===== src/rtl/mem_if_ctrl_if.sv =====
// ----------------------------------------------------------------------------
// mem_if_ctrl_if
// Bundles the control-unit handshake and the single-port RAM bus that
// mem_if_ctrl sits between.
//
// Signals
//   req        control unit -> ctrl   access request, held until ack
//   we         control unit -> ctrl   1 = word write, 0 = word read
//   addr[31:0] control unit -> ctrl   byte address
//   wdata[31:0]control unit -> ctrl   write data
//   busy       ctrl -> control unit   high whenever the FSM is not idle
//   ack        ctrl -> control unit   one-cycle completion pulse
//   err        ctrl -> control unit   rejected access, meaningful with ack
//   rdata[31:0]ctrl -> control unit   last successfully read word
//   ram_addr[9:0]  ctrl -> RAM        word address
//   ram_din[31:0]  ctrl -> RAM        write data
//   ram_we         ctrl -> RAM        write strobe
//   ram_regce      ctrl -> RAM        output register clock enable
//   ram_dout[31:0] RAM -> ctrl        RAM output register
//
// Modports
//   slave  : the controller (mem_if_ctrl)
//   master : its environment (control unit plus RAM)
// ----------------------------------------------------------------------------
interface mem_if_ctrl_if;
    logic        req;
    logic        we;
    logic [31:0] addr;
    logic [31:0] wdata;
    logic        busy;
    logic        ack;
    logic        err;
    logic [31:0] rdata;
    logic [9:0]  ram_addr;
    logic [31:0] ram_din;
    logic        ram_we;
    logic        ram_regce;
    logic [31:0] ram_dout;

    modport slave (
        input  req, we, addr, wdata, ram_dout,
        output busy, ack, err, rdata, ram_addr, ram_din, ram_we, ram_regce
    );

    modport master (
        output req, we, addr, wdata, ram_dout,
        input  busy, ack, err, rdata, ram_addr, ram_din, ram_we, ram_regce
    );
endinterface


===== src/rtl/mem_if_ctrl.sv =====
// ----------------------------------------------------------------------------
// mem_if_ctrl
// Turns single-word read/write requests from a control unit into accesses
// on a 1024 x 32 single-port RAM with a two-stage read pipeline (address
// register, then an output register gated by ram_regce).
//
// Ports
//   clk  : rising-edge clock
//   rst  : synchronous active-high reset, aborts any access in progress
//   bus  : mem_if_ctrl_if.slave (handshake + RAM bus, see interface file)
//
// Timing, counted from the edge that accepts req (cycle 0):
//   rejected : RESP in cycle 1
//   write    : WRITE (ram_we) cycle 1, RESP cycle 2
//   read     : RADDR 1, RWAIT (ram_regce) 2, RCAP 3, RESP 4
// All handshake and RAM strobes are registered alongside the state.
// ----------------------------------------------------------------------------
module mem_if_ctrl (
    input  logic          clk,
    input  logic          rst,
    mem_if_ctrl_if.slave  bus
);

    typedef enum logic [2:0] {
        IDLE  = 3'd0,
        RADDR = 3'd1,
        RWAIT = 3'd2,
        RCAP  = 3'd3,
        WRITE = 3'd4,
        RESP  = 3'd5
    } state_t;

    state_t      state_q;
    logic [9:0]  word_addr_q;   // latched addr[11:2]
    logic [31:0] wdata_q;
    logic [31:0] rdata_q;
    logic        busy_q;
    logic        ack_q;
    logic        err_q;
    logic        ram_we_q;
    logic        ram_regce_q;

    // Only word-aligned addresses inside the 4 KB window reach the RAM.
    // Evaluated on the live request, which is exactly the value latched on
    // the accepting edge.
    logic access_ok_d;
    assign access_ok_d = (bus.addr[1:0] == 2'b00) && (bus.addr[31:12] == 20'd0);

    always_ff @(posedge clk) begin
        if (rst) begin
            state_q     <= IDLE;
            word_addr_q <= '0;
            wdata_q     <= '0;
            rdata_q     <= '0;
            busy_q      <= 1'b0;
            ack_q       <= 1'b0;
            err_q       <= 1'b0;
            ram_we_q    <= 1'b0;
            ram_regce_q <= 1'b0;
        end else begin
            // Pulsed outputs default low; each state raises only its own.
            ack_q       <= 1'b0;
            err_q       <= 1'b0;
            ram_we_q    <= 1'b0;
            ram_regce_q <= 1'b0;

            case (state_q)
                IDLE: begin
                    if (bus.req) begin
                        word_addr_q <= bus.addr[11:2];
                        wdata_q     <= bus.wdata;
                        busy_q      <= 1'b1;
                        if (!access_ok_d) begin
                            state_q <= RESP;
                            ack_q   <= 1'b1;
                            err_q   <= 1'b1;
                        end else if (bus.we) begin
                            state_q  <= WRITE;
                            ram_we_q <= 1'b1;
                        end else begin
                            state_q <= RADDR;
                        end
                    end
                end
                RADDR: begin
                    // RAM captures ram_addr on this edge; its output
                    // register is enabled in the following cycle.
                    state_q     <= RWAIT;
                    ram_regce_q <= 1'b1;
                end
                RWAIT: begin
                    state_q <= RCAP;
                end
                RCAP: begin
                    rdata_q <= bus.ram_dout;
                    state_q <= RESP;
                    ack_q   <= 1'b1;
                end
                WRITE: begin
                    state_q <= RESP;
                    ack_q   <= 1'b1;
                end
                RESP: begin
                    state_q <= IDLE;
                    busy_q  <= 1'b0;
                end
                default: begin
                    state_q <= IDLE;
                    busy_q  <= 1'b0;
                end
            endcase
        end
    end

    assign bus.busy      = busy_q;
    assign bus.ack       = ack_q;
    assign bus.err       = err_q;
    assign bus.rdata     = rdata_q;
    assign bus.ram_addr  = word_addr_q;
    assign bus.ram_din   = wdata_q;
    assign bus.ram_we    = ram_we_q;
    assign bus.ram_regce = ram_regce_q;

endmodule


===== src/flat_wrapper.sv =====
// flat-port wrapper written by rule: the top's interface ports become plain ports
module mem_if_ctrl_flat 
  (clk, rst, bus_req, bus_we, bus_addr, bus_wdata, bus_ram_dout, bus_busy, bus_ack, bus_err, bus_rdata, bus_ram_addr, bus_ram_din, bus_ram_we, bus_ram_regce);
  mem_if_ctrl_if bus_i ();
  input  logic clk;
  input  logic rst;
  input wire logic [$bits(bus_i.req)-1:0] bus_req;
  input wire logic [$bits(bus_i.we)-1:0] bus_we;
  input wire logic [$bits(bus_i.addr)-1:0] bus_addr;
  input wire logic [$bits(bus_i.wdata)-1:0] bus_wdata;
  input wire logic [$bits(bus_i.ram_dout)-1:0] bus_ram_dout;
  output wire logic [$bits(bus_i.busy)-1:0] bus_busy;
  output wire logic [$bits(bus_i.ack)-1:0] bus_ack;
  output wire logic [$bits(bus_i.err)-1:0] bus_err;
  output wire logic [$bits(bus_i.rdata)-1:0] bus_rdata;
  output wire logic [$bits(bus_i.ram_addr)-1:0] bus_ram_addr;
  output wire logic [$bits(bus_i.ram_din)-1:0] bus_ram_din;
  output wire logic [$bits(bus_i.ram_we)-1:0] bus_ram_we;
  output wire logic [$bits(bus_i.ram_regce)-1:0] bus_ram_regce;
  assign bus_i.req = bus_req;
  assign bus_i.we = bus_we;
  assign bus_i.addr = bus_addr;
  assign bus_i.wdata = bus_wdata;
  assign bus_i.ram_dout = bus_ram_dout;
  assign bus_busy = bus_i.busy;
  assign bus_ack = bus_i.ack;
  assign bus_err = bus_i.err;
  assign bus_rdata = bus_i.rdata;
  assign bus_ram_addr = bus_i.ram_addr;
  assign bus_ram_din = bus_i.ram_din;
  assign bus_ram_we = bus_i.ram_we;
  assign bus_ram_regce = bus_i.ram_regce;
  mem_if_ctrl u_core (.clk(clk), .rst(rst), .bus(bus_i));
endmodule

===== config.mk =====
export PLATFORM = sky130hd
export DESIGN_NAME = mem_if_ctrl_flat
export DESIGN_NICKNAME = d
export VERILOG_FILES = /design/src/rtl/mem_if_ctrl_if.sv /design/src/rtl/mem_if_ctrl.sv /design/src/flat_wrapper.sv
export SDC_FILE = /design/constraint.sdc
export NUM_CORES = 1
export LEC_CHECK = 0
export CAP_MARGIN = 20
export CELL_PAD_IN_SITES_DETAIL_PLACEMENT = 0
export CELL_PAD_IN_SITES_GLOBAL_PLACEMENT = 2
export CORE_MARGIN = 3
export CORE_UTILIZATION = 20
export DETAILED_ROUTE_END_ITERATION = 6
export GPL_ROUTABILITY_DRIVEN = 0
export PLACE_DENSITY_LB_ADDON = 0.1
export SLEW_MARGIN = 30
export SYNTH_ARGS = -nofsm -noshare
export SYNTH_HDL_FRONTEND = slang
export SYNTH_SLANG_ARGS = --single-unit

===== constraint.sdc =====
create_clock -name clk -period 2.2 [get_ports clk]
set_input_delay 0.33 -clock clk [delete_from_list [all_inputs] [get_ports clk]]
set_output_delay 0.33 -clock clk [all_outputs]
set_load 0.03 [all_outputs]

== Word level (Yosys, flattened, before mapping) ==
Index checks and enable logic that the tools add are counted.
Widths: inputs -> output; s select.

* Bits in registers: 82
* Input port bits: 100

* Bitwise gates (word level): 4
* Muxes and demuxes: 11
* Eq/ne operators: 5
* Reductions and logical operators: 10

{| class="wikitable"
|+ Operator list
! cell !! number
|-
| $logic_not 20->1 || 1
|-
| $pmux 3 s4 || 1
|-
| $mux 3 || 3
|-
| $reduce_or 4->1 || 2
|-
| $eq 3x2->1 const B || 2
|-
| $mux 1 || 5
|-
| $not 1->1 || 4
|-
| $pmux 1 s2 || 2
|-
| $reduce_and 2->1 || 2
|-
| $reduce_or 2->1 || 2
|-
| $eq 3x1->1 const B || 1
|-
| $eq 3x3->1 const B || 1
|-
| $logic_not 3->1 || 1
|-
| $logic_not 2->1 || 1
|-
| $ne 2x2->1 const B || 1
|-
| $logic_and 1x1->1 || 1
|}

== Longest topological paths before layout ==
* Depth after elaboration: 5
* Depth in mapped cells: 6
* Mapped depth without buffers: 4

== Worst setup path before layout ==
No wires, ideal clock.

* Path type: reg-to-reg
* From: register u_core.state_q[0]
* To: register u_core.word_addr_q[0], in the netlist u_core.bus.ram_addr[0]
* Library setup time: 70 ps
* Cell stages (with the launch flop): 7
* Slack: 786 ps
* Arrival: 1344 ps
* Clock period less this slack: 1414 ps
* Cells stage by stage: dfxtp_1 > buf_6 > or2_4 > nor3b_4 > buf_6 > nand2_1 > a21oi_1

* Longest elaborated chain between the ends: 2

{| class="wikitable"
|+ RTL lines
! what !! RTL line !! RTL
|-
| start, declared || mem_if_ctrl.sv:33 || <nowiki>state_t state_q;</nowiki>
|-
| start signal, assigned || mem_if_ctrl.sv:51 || <nowiki>state_q <= IDLE;</nowiki>
|-
| start signal, assigned || mem_if_ctrl.sv:74 || <nowiki>state_q <= RESP;</nowiki>
|-
| start signal, assigned || mem_if_ctrl.sv:78 || <nowiki>state_q <= WRITE;</nowiki>
|-
| $logic_not 3->1 || mem_if_ctrl.sv:67 || <nowiki>case (state_q)</nowiki>
|-
| $reduce_and 2->1 (no line) || -- ||
|-
| end signal, assigned || mem_if_ctrl.sv:70 || <nowiki>word_addr_q <= bus.addr[11:2];</nowiki>
|-
| end, declared || mem_if_ctrl.sv:34 || <nowiki>logic [9:0] word_addr_q;</nowiki>
|}

No other way between the ends.
A chain may end at the register's enable or synchronous reset.

== Final worst setup path ==
* From: register u_core.rdata_q[29], in the netlist u_core.bus.rdata[29]
* To: output bus_rdata[29]

{| class="wikitable"
|+ RTL lines
! what !! RTL line !! RTL
|-
| start, declared || mem_if_ctrl.sv:36 || <nowiki>logic [31:0] rdata_q;</nowiki>
|-
| start signal, assigned || mem_if_ctrl.sv:95 || <nowiki>rdata_q <= bus.ram_dout;</nowiki>
|-
| end, declared || flat_wrapper.sv:15 || <nowiki>output wire logic [$bits(bus_i.rdata)-1:0] bus_rdata;</nowiki>
|}

No word-level cell between the ends.

==> results.yml <==
cts:
  cts_buffers: 9
  cts.htree.levels: 3
  clock-root-buffer: "clkbuf_16"
  clkSinkCount: 82
  clock_path_buffers: 2
  post_cts.repair.setup_buffers: 0
  holdBufCountCts: 0
  cts_tree: "done"
  cts_resized: 0
  clk_pin_slew_ns: 0.06
  insertion_delay_ns: 0.34
worst_setup_path:
  startpoint: "u_core.bus.rdata[29]"
  worstSetupPathType: "flop to output pin"
  worstPathMaxFanout: 2
  reg2reg_from: "u_core.state_q[2]"
  crit_required_ns: 1.87
  max_stage_delay_ns: 0.70
  crit_path_end: "bus_rdata[29]"
  cp-end-kind: "output pin"
  crit_slowest_cell: "clkdlybuf4s50_1"
  cp.depth: 1
  cp.arrival_ns: 1.37
  r2r_slack_ns: 0.58
  crit_path_cell_trace: "clkdlybuf4s50_1"
  r2r-end: "u_core.bus.rdata[14]"
  crit_family: "buffers and inverters"
  start_kind: "flop"
  r2r_cells: 4
  critPathBufInv: 1
synth:
  yosysMostFrequentCell: "nand2_1"
  synth_edf_count: 0
  synth_top_cell_by_area: "dfxtp_1"
  ys_types: 26
  yosysWarnings: 0
  synth_seq_cells: 82
  post_synth.cell_area_avg_um2: 8.110
  synth_top_area_share_pct: 55.76
  yosys-top-cells-area: "dfxtp_1 56%, nand2_1 19%, a21oi_1 13%"
  async_reset_ff_share_pct: 0
  yosys-top-cells-count: "149 x nand2_1, 82 x dfxtp_1, 76 x a21oi_1"
  synth_cells: 363
  netlist_area_um2: 2944
  ys_seq_area_share_pct: 55.76
  syn_nets: 463
  ys.flop_type: "dfxtp_1"
flow_run:
  cap_violations: 0
power:
  clkPwrFrac_pct: 26.2
  total_power_mw: 5.442
  p_sw_mw: 1.930
  vdd_drop_max_uv: 349.3
  power_frac_seq_pct: 35.6
  intPower_mw: 3.513
  power.density_nw_per_um2: 1047
  pwr-share-comb_pct: 38.2
  p_leak_nw: 1.806
  swShare_pct: 35.46
timing:
  worstMarginPinSlew_ns: 0.5713
  max_freq_mhz: 588.6
  setup_viol: 0
  rsz0062_at_grt: "no"
  min_period_ns: 1.699
  final.period_utilization_pct: 77.22
  drv_slew: 0
  relSlewSlack_pct: 61.91
  clock-skew-final_ns: 0.005975
  setup_tns_ns: 0
  hold_viol_final: 0
cells_and_area:
  regArea_um2: 1642
  antenna_cells: 0
  fin_area_um2: 5197
  nets: 632
  multi_input_area_um2: 1151
  fillers: 1443
  drive_above_1_share_pct: 4.842
  synthToLayoutAreaGrowth_pct: 76.54
global_routing:
  grt_usage_pct: 12.64
  grt_pass1_vias: 3078
  grt_overflow_total: 0
  grt_pass1_wl_um: 16080
  antenna_found_initial: 0
  grt_max_degree: 47
route:
  ant_nets: 0
  firstDrtPassIters: 4
  wl_per_cell_um: 14.09
  via_per_inst: 4.191
  post-route-drc-count: 0
  vias: 3005
  wirelength_um: 10100
  drt_iter0_markers: 117
worst_hold_path:
  hold_path.class: "flop to flop"
floorplan:
  dieArea_um2: 16210
  dieWidth_um: 127.3
  start_util_pct: 20.81
  coreArea_um2: 14150
  die_y_um: 127.3
  rows: 43
  io_pins: 179
place:
  dpl_cell_area_um2: 4913
  portBuffers: 178
  dp_hpwl_um: 7032
run_status:
  status: "complete, no violations"
[per-layer routing]
metal | track usage [%] | up-vias | wire (um)
met2 | 19.54 | 111 | 4518
met3 | 4.933 | 13 | 974
li1 | - | 1526 | -
met5 | 0 | - | 0
met4 | 5.931 | 0 | 205
met1 | 15.44 | 1355 | 4402
[cell type report]
| cell class | count | share of cell area, % |
|---|---|---|
| timing repair buffer | 185 | 36.40 |
| sequential | 82 | 31.58 |
| multi-input combinational | 253 | 22.15 |
| clock buffer | 14 | 5.272 |
| tap | 180 | 4.333 |
| clock inverter | 2 | 0.1926 |
| inverter | 1 | 0.07222 |
[kinds of logic (layout without fill, tap and decap cells)]
kind of cell,count (synthesis),in the layout,synth area share [%]
AND/OR/NAND/NOR,170,170,24.10
multiplexers,1,1,0.3825
flip-flops,82,82,55.76
AO/OA/AOI/OAI,81,81,14.32
buffers and inverters,28,202,5.142
XOR/XNOR,1,1,0.2975
[flip-flops by register name, summed over array words and instances, names as in the netlist, 3 cells and up]
name and flops:
u_core.bus.ram_addr 10, u_core.bus.ram_din 32, u_core.bus.rdata 32, u_core.state_q 3
[how the worst min path moves through the flow]
stage	start	end	slack, ns	cells past startpoint
floorplan	bus_we	u_core.state_q[0]	0.44	1
global placement	u_core.bus.ram_din[24]	u_core.bus.ram_din[24]	0.44	2
detailed placement	u_core.bus.ram_din[21]	u_core.bus.ram_din[21]	0.45	2
CTS	rst	u_core.bus.ram_addr[9]	0.44	2
global route	u_core.bus.ram_din[5]	u_core.bus.ram_din[5]	0.47	2
finish	u_core.bus.rdata[2]	u_core.bus.rdata[2]	0.45	2
[power by group through the flow]
stage                     sequential [mW]  combinational, mW  clock (mW)
final                                1.94               2.08        1.43
after global routing                 1.97               2.27        1.56
after CTS                            1.94               2.13        1.51
after detailed placement             1.97               2.12           0
after global placement               1.96               2.11           0
after floorplan                      2.38              0.838           0
[through the flow]
| step | setup slack [ns] | instances | hold slack, ns | utilization, % |
|---|---|---|---|---|
| final | 0.5012 | 717 | 0.4530 | 36.73 |
| after global routing | 0.3631 | 717 | 0.4670 | 36.73 |
| after CTS | 0.4661 | 717 | 0.4424 | 36.73 |
| after detailed placement | 0.2588 | 701 | 0.4458 | 34.72 |
| after global placement | 0.2711 | 701 | 0.4417 | 34.72 |
| after floorplan | 0.7858 | 363 | 0.4360 | - |
[worst reg2reg max path, stage by stage (launching register included)]
cell,delay (ns)
dfxtp_1,0.44
and3b_1,0.64
buf_4,0.28
nand2_1,0.08
a21oi_1,0.12
[cell usage in the layout, fill, tap and decap left out, types with 2 or more instances in the layout]
master,count
a21oi_1,76
clkbuf_8,3
nand2_1,149
dfxtp_1,82
buf_4,2
clkinv_2,2
nor4_1,4
clkbuf_1,2
nor3_1,3
nand3b_1,2
clkdlybuf4s50_1,177
nor2_1,4
clkbuf_16,9
buf_12,5
(Power assumes the default switching activity.)
==> edit (config.mk and constraints unchanged) <==
Encoding of `state_t`: now Gray code (3 bits for 6 states).
--- a/src/rtl/mem_if_ctrl.sv
+++ b/src/rtl/mem_if_ctrl.sv
@@ -24,8 +24,8 @@
     typedef enum logic [2:0] {
-        IDLE  = 3'd0,
-        RADDR = 3'd1,
-        RWAIT = 3'd2,
-        RCAP  = 3'd3,
-        WRITE = 3'd4,
-        RESP  = 3'd5
+        IDLE  = 3'b000,
+        RADDR = 3'b001,
+        RWAIT = 3'b011,
+        RCAP  = 3'b010,
+        WRITE = 3'b110,
+        RESP  = 3'b111
     } state_t;
Behaviour: no difference found for any inputs over 10 cycles, from zero or initial values and one cycle with rst high; not proved beyond that.
==> edit against the unedited design <==
  * Routed wire length down 1.7%
  * Count of clock-buffer cells in the layout down 3
  * Total power down 21%
  * Sequential share of layout area up 0.099 points
  * Combinational power down 47%
  * Design area down 0.31%
  * Critical path type unchanged
  * Highest routed layer unchanged
  * First-iteration DRC count down 17%
  * Global-route usage down 0.40 points
  * Area after synthesis down 0.72%
  * Sequential power down 12%
  * Worst setup slack worse by 0.034 ns
  * Largest power group is now sequential cells
  * Cell count unchanged
  * Critical endpoint is now bus_busy
  * Sequential cell count unchanged
  * Clock power up 6%
==> edit: results <==
metrics = {
    "power_and_ir_drop": {
        "p_leak_nw": 1.825,
        "powerSeq_mw": 1.70,
        "net_switching_share_of_the_total_power": 0.2980,
    },
    "setup_path": {
        "worstPathMaxFanout": 3,
        "worstReg2RegStart": "u_core.state_q[1]",
        "cp.arrival_ns": 1.40,
        "worst-r2r-setup-slack_ns": 0.73,
        "setup.worst_path.end": "bus_busy",
        "largest_stage_delay_worst_path_ns": 0.72,
    },
    "outcome": {
        "outcome": "finished, final reports clean",
    },
    "placement": {
        "place_ws_ns": 0.2417,
        "hpwl_um": 6780,
    },
    "global_route": {
        "gr-usage-met2": 0.2039,
        "first_global_vias": 2928,
        "maximum_number_of_pins_on_one_net_before_global_route_repair": 69,
        "global_route_usage_over_all_layers": 0.1223,
    },
    "layout": {
        "layout-drive-gt1-share": 0.05214,
        "fillerInstances": 1453,
    },
    "yosys": {
        "netlist_top_cells_area": "dfxtp_1 56%, nand2_1 19%, a21oi_1 13%",
        "synth_sequential_area_ratio": 0.5616,
        "yosys.cell_types.count": 25,
        "synthCells": 361,
        "synth_common_cells": "149 x nand2_1, 82 x dfxtp_1, 75 x a21oi_1, 11 x buf_2, 11 x clkbuf_1",
    },
    "detailed_routing": {
        "wl_met1_um": 4082,
    },
    "sta": {
        "max_slew_margin": 0.7073,
        "finClkSkew_ns": 0.004726,
    },
    "min_path": {
        "worst_hold_startpoint": "rst",
        "hold_path.class": "in -> reg",
    },
}
## edit: cell count changes in the layout (fill, tap and decap cells not counted), moves of 2 or more
cell / before / now
buf_12: 5 / 2
nand2b_1: 0 / 3
buf_4: 2 / 4
clkbuf_8: 3 / 1
nand3b_1: 2 / 0
o21bai_1: 0 / 2
## edit: final cells by class
class                           instances  share of cell area
Multi-Input combinational cell        255              0.2260
Timing Repair Buffer                  184              0.3564
Sequential cell                        82              0.3168
Clock inverter                          5             0.01038
Clock buffer                           11             0.04685
Tap cell                              180             0.04347
## edit: cells by family after synthesis
kind of cell | count (synthesis) | synth area share
AO/OA/AOI/OAI | 82 | 0.1481
buffers and inverters | 24 | 0.04067
AND/OR/NAND/NOR | 173 | 0.2496
flip-flops | 82 | 0.5616
## edit: through the flow
step	total power, mW	hold slack, ns	area (um2)
after floorplan	2.312	0.4660	2923
final	4.316	0.4003	5181
after global placement	2.861	0.4407	4885
after CTS	4.420	0.3915	5181
after detailed placement	2.865	0.4467	4885
after global routing	4.555	0.4061	5181
